<file path="src/rtl/gcd_frac_reduce.sv">
// -----------------------------------------------------------------------------
// gcd_frac_reduce
//
// Reduces the fraction A/B by a supplied GCD G, producing A/G and B/G.
// A single restoring-division sequencer runs both divisions in lock-step,
// producing one quotient bit per cycle (W cycles per result).
//
// Handshake (both sides): a transfer happens on a rising edge where
// valid && ready are both high. A producer holds valid and data stable until
// the transfer occurs. in_ready is high only in IDLE. out_valid is high only
// in DONE, and out_a/out_b/out_err are held stable while out_valid && !out_ready.
//
// Configuration macro:
//   REDUCE_CHECK_EN - when defined, out_err also flags a G that leaves a
//                     non-zero remainder on either operand. When undefined,
//                     out_err is raised only for G == 0.
//
// Ports:
//   clk        - clock, all state updates on the rising edge
//   reset      - synchronous, active-high reset
//   in_valid   - upstream presents a valid {in_a, in_b, in_g} triple
//   in_ready   - block can accept a triple (IDLE only)
//   in_a       - numerator operand
//   in_b       - denominator operand
//   in_g       - GCD of in_a and in_b
//   out_valid  - out_a, out_b, out_err are valid
//   out_ready  - downstream accepts the result
//   out_a      - floor(in_a / in_g)
//   out_b      - floor(in_b / in_g)
//   out_err    - result flagged invalid
//   dbg_state  - current FSM state (0 IDLE, 1 DIV, 2 DONE)
// -----------------------------------------------------------------------------
module gcd_frac_reduce #(
   parameter int W = 16
) (
   input  logic         clk,
   input  logic         reset,
   input  logic         in_valid,
   output logic         in_ready,
   input  logic [W-1:0] in_a,
   input  logic [W-1:0] in_b,
   input  logic [W-1:0] in_g,
   output logic         out_valid,
   input  logic         out_ready,
   output logic [W-1:0] out_a,
   output logic [W-1:0] out_b,
   output logic         out_err,
   output logic [1:0]   dbg_state
);

   localparam int CW = (W > 1) ? $clog2(W) : 1;

   typedef enum logic [1:0] {
      IDLE = 2'd0,
      DIV  = 2'd1,
      DONE = 2'd2
   } state_t;

   state_t          r_state;
   state_t          w_state_next;

   logic [CW-1:0]   r_cnt;
   logic [W-1:0]    r_g;
   logic [W-1:0]    r_q_a;
   logic [W-1:0]    r_q_b;
   logic [W-1:0]    r_rem_a;
   logic [W-1:0]    r_rem_b;
   logic [W-1:0]    r_out_a;
   logic [W-1:0]    r_out_b;
   logic            r_out_err;

   logic [W:0]      w_g_ext;
   logic [W:0]      w_sh_a;
   logic [W:0]      w_sh_b;
   logic            w_ge_a;
   logic            w_ge_b;
   logic [W-1:0]    w_diff_a;
   logic [W-1:0]    w_diff_b;
   logic [W-1:0]    w_rem_a_nxt;
   logic [W-1:0]    w_rem_b_nxt;
   logic [W-1:0]    w_q_a_nxt;
   logic [W-1:0]    w_q_b_nxt;

   // ---------------------------------------------------------------------------
   // One restoring-division step for each operand.
   // The shifted partial remainder is W+1 bits so the compare cannot overflow
   // even at A = G = 2^W-1. When the shifted value is >= G, the true difference
   // is < G <= 2^W-1, so a W-bit subtraction of the low bits is exact.
   // ---------------------------------------------------------------------------
   assign w_g_ext     = {1'b0, r_g};
   assign w_sh_a      = {r_rem_a, r_q_a[W-1]};
   assign w_sh_b      = {r_rem_b, r_q_b[W-1]};
   assign w_ge_a      = (w_sh_a >= w_g_ext);
   assign w_ge_b      = (w_sh_b >= w_g_ext);
   assign w_diff_a    = w_sh_a[W-1:0] - r_g;
   assign w_diff_b    = w_sh_b[W-1:0] - r_g;
   assign w_rem_a_nxt = w_ge_a ? w_diff_a : w_sh_a[W-1:0];
   assign w_rem_b_nxt = w_ge_b ? w_diff_b : w_sh_b[W-1:0];
   assign w_q_a_nxt   = {r_q_a[W-2:0], w_ge_a};
   assign w_q_b_nxt   = {r_q_b[W-2:0], w_ge_b};

   // ---------------------------------------------------------------------------
   // FSM state register
   // ---------------------------------------------------------------------------
   always_ff @(posedge clk) begin
      if (reset) begin
         r_state <= IDLE;
      end else begin
         r_state <= w_state_next;
      end
   end

   // ---------------------------------------------------------------------------
   // FSM next-state and handshake outputs
   // ---------------------------------------------------------------------------
   always_comb begin
      w_state_next = r_state;
      in_ready     = 1'b0;
      out_valid    = 1'b0;
      case (r_state)
         IDLE: begin
            in_ready = 1'b1;
            if (in_valid) begin
               w_state_next = (in_g == '0) ? DONE : DIV;
            end
         end
         DIV: begin
            if (r_cnt == '0) begin
               w_state_next = DONE;
            end
         end
         DONE: begin
            out_valid = 1'b1;
            if (out_ready) begin
               w_state_next = IDLE;
            end
         end
         default: begin
            w_state_next = IDLE;
         end
      endcase
   end

   // ---------------------------------------------------------------------------
   // Datapath: operand latch, division sequencer, result registers
   // ---------------------------------------------------------------------------
   always_ff @(posedge clk) begin
      if (reset) begin
         r_cnt     <= '0;
         r_g       <= '0;
         r_q_a     <= '0;
         r_q_b     <= '0;
         r_rem_a   <= '0;
         r_rem_b   <= '0;
         r_out_a   <= '0;
         r_out_b   <= '0;
         r_out_err <= 1'b0;
      end else begin
         case (r_state)
            IDLE: begin
               if (in_valid) begin
                  r_g     <= in_g;
                  r_q_a   <= in_a;
                  r_q_b   <= in_b;
                  r_rem_a <= '0;
                  r_rem_b <= '0;
                  r_cnt   <= CW'(W - 1);
                  // Division by zero is reported immediately, skipping DIV.
                  if (in_g == '0) begin
                     r_out_a   <= '0;
                     r_out_b   <= '0;
                     r_out_err <= 1'b1;
                  end
               end
            end
            DIV: begin
               r_q_a   <= w_q_a_nxt;
               r_q_b   <= w_q_b_nxt;
               r_rem_a <= w_rem_a_nxt;
               r_rem_b <= w_rem_b_nxt;
               if (r_cnt == '0) begin
                  r_out_a <= w_q_a_nxt;
                  r_out_b <= w_q_b_nxt;
`ifdef REDUCE_CHECK_EN
                  // A non-zero final remainder means G is not a common divisor.
                  r_out_err <= (w_rem_a_nxt != '0) || (w_rem_b_nxt != '0);
`else
                  r_out_err <= 1'b0;
`endif
               end else begin
                  r_cnt <= r_cnt - 1'b1;
               end
            end
            default: begin
               // DONE: results held until the handoff; nothing to update.
            end
         endcase
      end
   end

   assign out_a     = r_out_a;
   assign out_b     = r_out_b;
   assign out_err   = r_out_err;
   assign dbg_state = r_state;

endmodule

</file>
<file path="config.mk">
export PLATFORM = sky130hd
export DESIGN_NAME = gcd_frac_reduce
export DESIGN_NICKNAME = d
export VERILOG_FILES = /design/src/rtl/gcd_frac_reduce.sv
export SDC_FILE = /design/constraint.sdc
export NUM_CORES = 1
export LEC_CHECK = 0
export ABC_AREA = 1
export CORE_MARGIN = 3
export CORE_UTILIZATION = 60
export DETAILED_ROUTE_END_ITERATION = 12
export PLACE_DENSITY_LB_ADDON = 0.15
export SLEW_MARGIN = 40
export SYNTH_ARGS = -nofsm -noshare
export SYNTH_HDL_FRONTEND = slang
export SYNTH_SLANG_ARGS = --single-unit
</file>
<file path="constraint.sdc">
create_clock -name clk -period 4.5 [get_ports clk]
set_input_delay 0.45 -clock clk [delete_from_list [all_inputs] [get_ports clk]]
set_output_delay 0.45 -clock clk [all_outputs]
set_load 0.01 [all_outputs]
</file>
Word-level counts from Yosys, hierarchy flattened --
Cells that the tools add are included.
Cells by class: add/subtract/negate cells 3, order comparisons 2, equality and inequality tests 7, multiplexer cells 29, reduce and logical (&&, ||, !) cells 9
Operators by type and width (number):
- case mux 16 bit (2 select lines) | 6
- two-way mux 16 bit | 9
- >= comparator 17 x 16 -> 1 bit | 2
- subtractor 16 bit | 2
- zero test 16 bit | 1
- != test 2 bit, second input constant | 5
- two-way mux 2 bit | 4
- two-way mux 4 bit | 2
- case mux 4 bit (2 select lines) | 1
- case mux 2 bit (3 select lines) | 1
- AND reduction 3 bit | 2
- two-way mux 1 bit | 5
- zero test 4 bit | 1
- AND reduction 2 bit | 2
- AND reduction 4 bit | 1
- subtractor 4 x 1 -> 4 bit, second input constant | 1
- equality test 2 x 1 -> 1 bit, second input constant | 1
- equality test 2 bit, second input constant | 1
- zero test 2 bit | 1
- case mux 1 bit (2 select lines) | 1
- nonzero test 2 bit | 1
Storage, ports and cells: register bits 119, input port bits 52, output and inout port bits 37, logic and storage cells 60

Longest topological paths before layout --
Gate-level depths: netlist of run 1.
word-level depth 4, mapped depth 15, gate-level depth less buffers 14

Worst setup path before layout of run 1 --
OpenSTA, ideal clock, no wires.
path type register -> register, start point register r_g[2], end point register r_rem_b[3], setup time 70 ps, data arrival time 1720 ps, required time 4430 ps, path slack 2710 ps, cell stages (with the launch flop) 16, buffers on the path 2, period minus slack after synthesis 1790 ps, path through dfxtp_1 -> inv_1 -> ha_1 -> buf_2 -> nand2_1 -> nand2_1 -> nand2_1 -> nand3_2 -> nand2_2 -> nand2_2 -> nand2_4 -> nand2_4 -> buf_6 -> nand2_1 -> nand3_1 -> a21oi_1
On the way: longest elaborated chain between the ends 3, elaborated cells on any way between the ends 4, those cells by class add/sub: 1; order compare: 1; mux: 2
Ends and longest elaborated chain:
- from (decl) | RTL line 63 | logic [W-1:0] r_g;
- from (signal assigned) | RTL line 162 | r_g <= in_g;
- subtractor 16 bit or >= comparator 17 x 16 -> 1 bit (tied branches) | RTL line 96, 94
- two-way mux 16 bit (*) | RTL line 98 | assign w_rem_b_nxt = w_ge_b ? w_diff_b : w_sh_b[W-1:0];
- case mux 16 bit (2 select lines) (*) | RTL line 159 | case (r_state)
- to (signal assigned) | RTL line 180 | r_rem_b <= w_rem_b_nxt;
- to (decl) | RTL line 67 | logic [W-1:0] r_rem_b;
Mark *: on every way between the ends. The rest lies on a longest branch, timed or not. A chain may end at the register's enable or synchronous reset.

Worst setup path in the final report of run 1 --
start point register r_state[1], in the netlist dbg_state[1], end point register r_rem_b[6]
On the way: longest elaborated chain between the ends 3, elaborated cells on any way between the ends 6, those cells by class eq/ne: 2; mux: 1; reduce/logical: 3
Ends and longest elaborated chain:
- from (decl) | RTL line 59 | state_t r_state;
- from (signal assigned) | RTL line 109 | r_state <= w_state_next;
- equality test 2 x 1 -> 1 bit or zero test 2 bit (tied branches) | RTL line 159
- nonzero test 2 bit (no source line) or != test 2 bit (tied branches)
- AND reduction 2 bit (no source line)
Several ways; a longest one is shown, not always the timed one.

==> impl_metrics.py, run 1 <==
metrics = {
    "floorplanning": {
        "ios": 89,
        "die_area_sq_um": 12800,
        "initial_core_util_pct": 62.2,
        "core_region_area_sq_um": 11000,
        "die_x_microns": 113,
        "rows": 38,
        "die_h_microns": 113,
    },
    "timing": {
        "period_share_pct": 60.0,
        "clock_skew_ps": 5.29,
        "whs_ps": 482,
        "slew_headroom_pct": 48.6,
        "drv_slew": 0,
        "fmax_mhz": 370,
        "finalSetupViolations": 0,
        "finalHoldViolations": 0,
        "fin_crit_ps": 2700,
        "tightestPinTransition_ps": 771,
        "rsz0062_at_grt": "no",
        "finalSetupTns_ps": 0,
    },
    "worst_setup_path": {
        "r2r_start": "dbg_state[1]",
        "crit_arrival_ps": 3040,
        "start_kind": "flip-flop",
        "slowest_stage": "nor2_4",
        "r2r.worst_path.cells": 7,
        "rrSetupSlack_ps": 1800,
        "r2r-end": "r_rem_b[6]",
        "crit_required_ps": 4840,
        "critPathMaxFanout": 35,
        "critPathCaptureType": "flip-flop",
        "path_class": "flip-flop to flip-flop",
        "crit_chain": "nor2_2, nand2_2, inv_2, nor2_4, buf_12, nand2_1, a21oi_1",
        "max_stage_delay_ps": 690,
    },
    "clocking": {
        "h-tree-depth": 4,
        "clockRootBuffer": "clkbuf_16",
        "clk_pin_slew_ps": 60,
        "cts_setup_buffers": 0,
        "cts.sinks": 119,
        "cts_made_buffers": 17,
        "clock_latency_ps": 420,
        "cts_buffer_depth": 2,
        "holdBufCountCts": 0,
        "cts.repair.resized": 0,
        "cts_tree": "yes",
    },
    "layout": {
        "drive_gt1_share_pct": 7.01,
        "final_core_utilization_pct": 75.5,
        "nNetsFinal": 1158,
        "n_antenna_cell": 0,
        "instances_no_fill": 1224,
        "area_delta_synth_final_pct": 21.3,
        "final.fill_count": 897,
    },
    "logic_synthesis": {
        "synthTopCellsByCount": "287 x nand2_1, 119 x dfxtp_1, 97 x a21oi_1",
        "syn_area_per_cell_sq_um": 6.80,
        "synth.most_common_cell": "nand2_1",
        "synth.area.top_cells": "dfxtp_1 35%, nand2_1 16%, a21oi_1 7.1%",
        "synth_fp_nets": 1096,
        "ys_types": 37,
        "synth_warnings": 0,
        "synth_top_area_share_pct": 34.7,
        "ys_ff_latch": 119,
        "synth_edf_count": 0,
        "syn_area_sq_um": 6870,
        "syn-instance-count": 1009,
        "synth_area_leader_cell": "dfxtp_1",
        "synth_ff_type": "dfxtp_1",
        "ys_seq_area_share_pct": 34.7,
        "async_flop_share_pct": 0,
    },
    "routing": {
        "wl_per_cell_microns": 15.3,
        "firstDrtPassIters": 6,
        "routed_wl_mm": 18.7,
        "num_vias": 6777,
        "vias_per_cell": 5.54,
        "drc": 0,
        "initialDrtViolationCount": 561,
        "drtAntennaViolNets": 0,
    },
    "global_routing": {
        "grt_pass1_wl_mm": 31.3,
        "track_usage_pct": 30.1,
        "grt_start_max_net_pins": 69,
        "grt_pass1_vias": 6522,
        "antenna_found_initial": 0,
        "overflow": 0,
    },
    "job": {
        "drv_cap": 0,
    },
    "run_status": {
        "outcome": "finished, final reports clean",
    },
    "min_path": {
        "hold_end": "r_q_b[5]",
        "holdPathStages": 2,
        "min_path_type": "flip-flop to flip-flop",
        "min_from": "r_q_b[5]",
    },
    "power": {
        "vdd_drop_max_mv": 0.382,
        "powerDensity_nw_per_um2": 654,
        "power.leakage_nw": 3.69,
    },
    "placed_design": {
        "port_buffers": 88,
        "dp.cells": 1192,
        "gp_congestion": 0.944,
        "hpwl_mm": 12.3,
    },
}
==> worst max-delay path, delay by kind of cell, from the launching register on <==
family	cells	cell delay (ps)
and+or+nand+nor	4	1280
buffers and inverters	2	720
DFF	1	440
AOI/OAI and AO/OA	1	150
==> stage by stage <==
| stage | power (mW) | cell area [sq um] | worst slack (ps) |
|---|---|---|---|
| floorplan | 3.47 | 6870 | 2710 |
| global placement | 3.97 | 7720 | 1520 |
| detailed placement | 4.02 | 7730 | 1440 |
| CTS | 5.42 | 8330 | 1830 |
| global route | 5.88 | 8330 | 1480 |
| finish | 5.44 | 8330 | 1800 |
==> sequential cells by signal, indices dropped and copies added, names as in the netlist <==
register   flops
r_cnt          4
out_a         16
out_err        1
r_q_a         16
dbg_state      2
r_g           16
out_b         16
r_rem_a       16
r_q_b         16
r_rem_b       16
==> cells by family after synthesis <==
logic type	count (synthesis)	share of synthesized area (%)
AOI/OAI and AO/OA	199	15.6
xor gates and xnor gates	15	1.91
adders and majority gates	35	6.60
buffers and inverters	155	9.20
DFF	119	34.7
and+or+nand+nor	486	32.0
==> report_power, final <==
group | total, mW | internal (mW) | switching (mW) | leakage, nW
logic | 2.75 | 1.00 | 1.74 | 2.43
clock network | 1.37 | 0.849 | 0.524 | 0.286
registers | 1.32 | 1.22 | 0.105 | 0.972
==> metal layers <==
| layer | global-route usage, % | share of wire [%] |
|---|---|---|
| met1 | 38.8 | 45 |
| met2 | 48.8 | 46 |
| met3 | 8.66 | 7.8 |
| met4 | 9.29 | 1.4 |
| met5 | 0 | 0 |
==> layout make-up <==
| type | count | area (sq um) | area share [%] |
|---|---|---|---|
| clock inverters | 13 | 145 | 1.74 |
| repair buffers | 92 | 918 | 11.0 |
| clock buffers | 19 | 453 | 5.44 |
| inverters | 106 | 400 | 4.81 |
| flip-flops and latches | 119 | 2380 | 28.6 |
| multi-input cells | 735 | 3850 | 46.3 |
| well taps | 140 | 175 | 2.10 |
==> worst max path at each step <==
stage            startpoint           to  slack, ps  cells past startpoint
2_1_floorplan        r_g[2]   r_rem_b[3]       2710                     15
3_3_place_gp       in_valid  r_rem_b[12]       1520                      7
3_5_place_dp       in_valid  r_rem_a[13]       1440                      7
4_1_cts        dbg_state[1]   r_rem_b[0]       1830                      7
5_1_grt        dbg_state[1]   r_rem_b[3]       1480                      7
6_report       dbg_state[1]   r_rem_b[6]       1800                      7
==> placed cells by master, fill, tap and decap left out, types with 7 or more instances in the layout <==
cell             Yosys  routed
nor2_1              42      42
a31oi_1             34      34
nand2_2              7       7
inv_1               94      94
inv_2               12      11
o21ai_1             35      35
nand3b_2             8       8
clkdlybuf4s50_1      0      87
xnor2_1             12      12
nand4_1              7       7
nand3_1             92      92
nor3_1               7       7
dfxtp_1            119     119
nand3b_1            23      23
ha_1                33      33
o21ai_0             27      27
nand2_1            287     287
clkbuf_16            0      17
a21oi_1             97      97
(Power assumes the default switching activity.)
==> run 2: changes to the inputs <==
--- a/config.mk
+++ b/config.mk
@@ -7,7 +7,7 @@
 export LEC_CHECK = 0
 export ABC_AREA = 1
 export CORE_MARGIN = 3
-export CORE_UTILIZATION = 60
+export CORE_UTILIZATION = 56
 export DETAILED_ROUTE_END_ITERATION = 12
 export PLACE_DENSITY_LB_ADDON = 0.15
 export SLEW_MARGIN = 40
==> constraint.sdc (replaced) <==
create_clock -name clk -period 2.7 [get_ports clk]
set_input_delay 0.27 -clock clk [delete_from_list [all_inputs] [get_ports clk]]
set_output_delay 0.27 -clock clk [all_outputs]
set_load 0.01 [all_outputs]
==> run 2 against run 1 <==
Largest cell class unchanged. Critical endpoint is now r_rem_a[13]. Critical path depth rose by 4. Sequential share of layout area is 0.25 points lower. Worst setup slack worse by 1400 ps. Clock-buffer cell count decreased by 1.
==> impl_metrics.py, run 2 (synthesis results as in run 1) <==
metrics = {
    "timing": {
        "rsz0062_at_grt": "no",
        "finalHoldViolations": 0,
        "slew_headroom_pct": 46.4,
        "finalSetupViolations": 0,
        "clock_skew_ps": 6.91,
        "fin_crit_ps": 2310,
        "period_share_pct": 85.6,
        "tightestPinTransition_ps": 804,
        "drv_slew": 0,
        "finalSetupTns_ps": 0,
        "fmax_mhz": 433,
    },
    "worst_setup_path": {
        "r2r_start": "r_g[8]",
        "crit_arrival_ps": 2570,
        "start_kind": "flip-flop",
        "r2r.worst_path.cells": 11,
        "cp_top_family": "simple AND/OR/NAND/NOR gates",
        "rrSetupSlack_ps": 390,
        "critPathMaxFanout": 17,
        "slowest_stage": "ha_1",
        "path_class": "flip-flop to flip-flop",
        "cp.depth": 11,
        "crit_required_ps": 2950,
        "r2r-end": "r_rem_a[13]",
        "max_stage_delay_ps": 400,
        "critPathCaptureType": "flip-flop",
        "crit_buf_inv": 1,
        "crit_chain": "inv_1, ha_1, nand2_1, nor2_1, nand4_1, nand2_1, nor2_4, nand2_2, nand3_1, nand3_1, a21oi_1",
    },
    "min_path": {
        "min_from": "in_a[0]",
        "holdPathStages": 3,
        "min_path_type": "input port to flip-flop",
        "hold_end": "r_q_a[0]",
    },
    "power": {
        "vdd_drop_max_mv": 0.616,
        "power.leakage_nw": 3.74,
        "totalPowerFinal_mw": 9.12,
        "powerDensity_nw_per_um2": 1090,
    },
    "clocking": {
        "cts_setup_buffers": 0,
        "clockRootBuffer": "clkbuf_16",
        "holdBufCountCts": 0,
        "h-tree-depth": 4,
        "cts.repair.resized": 0,
        "cts.sinks": 119,
        "cts_buffer_depth": 2,
        "cts_made_buffers": 17,
        "cts_tree": "yes",
        "clock_latency_ps": 410,
        "clk_pin_slew_ps": 60,
    },
    "floorplanning": {
        "initial_core_util_pct": 58.6,
        "die_h_microns": 117,
        "ios": 89,
        "rows": 39,
        "die_area_sq_um": 13600,
        "die_x_microns": 117,
        "core_region_area_sq_um": 11700,
    },
    "placed_design": {
        "port_buffers": 88,
        "hpwl_mm": 13.6,
        "gp_congestion": 0.900,
    },
    "routing": {
        "wl_per_cell_microns": 15.9,
        "firstDrtPassIters": 5,
        "vias_per_cell": 5.58,
        "top_layer": "met4",
        "initialDrtViolationCount": 554,
        "drc": 0,
        "met2WireLength_mm": 9.02,
        "routed_wl_mm": 19.7,
        "wirelength_met1_mm": 8.84,
        "num_vias": 6906,
        "drtAntennaViolNets": 0,
        "wl_met3_mm": 1.52,
    },
    "global_routing": {
        "track_usage_pct": 29.3,
        "grt_pass1_wl_mm": 31.6,
        "grt_start_max_net_pins": 69,
        "grt_pass1_vias": 6519,
        "antenna_found_initial": 0,
        "overflow": 0,
    },
    "layout": {
        "final.fill_count": 1013,
        "final_common_cell": "nand2_1",
        "drive_gt1_share_pct": 7.95,
        "nNetsFinal": 1169,
        "n_antenna_cell": 0,
        "area_delta_synth_final_pct": 22.3,
        "mostFrequentLayoutCells": "287 x nand2_1, 119 x dfxtp_1, 97 x a21oi_1",
    },
    "run_status": {
        "outcome": "finished, final reports clean",
    },
    "job": {
        "drv_cap": 0,
    },
}
[run 2: cell count changes in the layout (fill, tap and decap cells not counted), sizes merged]
cell	delta
clkinv	+1
clkinvlp	-1
clkbuf	-1
buf	+11
inv	+1
[run 2: final cells by class]
cell class | count | area (sq um) | area share, %
clock buffer | 18 | 439 | 5.23
clock inverter | 14 | 148 | 1.76
inverter | 106 | 398 | 4.74
multi-input combinational | 735 | 3850 | 45.9
sequential | 119 | 2380 | 28.4
tap | 143 | 179 | 2.13
timing repair buffer | 103 | 1000 | 11.9
[run 2: worst register-to-register path, delay by kind of cell, from the launching register on]
kind	cells	cell delay (ps)
compound gates	1	70
fa+ha+maj	1	400
buf+inv	1	80
flops	1	310
simple gates	8	1280
[run 2: power by group]
part | leakage, nW | switching (mW) | total [mW] | internal (mW)
clock | 0.287 | 0.875 | 2.26 | 1.39
combinational | 2.48 | 2.90 | 4.64 | 1.74
sequential | 0.972 | 0.186 | 2.22 | 2.03
total | 3.74 | 3.97 | 9.12 | 5.15
[run 2: worst max-delay path by stage]
stage / to / from
2_1_floorplan: r_rem_b[3] / r_g[2]
4_1_cts: r_rem_a[11] / r_g[8]
5_1_grt: r_rem_b[15] / r_g[12]
3_3_place_gp: r_rem_b[15] / r_g[1]
3_5_place_dp: r_rem_b[15] / r_g[1]
6_report: r_rem_a[13] / r_g[8]
[run 2: routing by layer]
| metal | vias up | track usage, % |
|---|---|---|
| met5 | - | 0 |
| met4 | 0 | 9.56 |
| met3 | 23 | 8.50 |
| met2 | 239 | 46.2 |
| met1 | 3143 | 38.7 |
| li1 | 3501 | - |
[run 2: per-stage QoR]
stage               hold slack (ps)  util, %  instance area [sq um]  worst slack (ps)  instances
finish                          439     71.7                   8400               389       1238
detailed placement              468     66.7                   7810               434       1206
global route                    450     71.7                   8400               184       1238
CTS                             431     71.7                   8400               392       1238
global placement                464     66.7                   7810               472       1206
floorplan                       437        -                   6870               910       1009
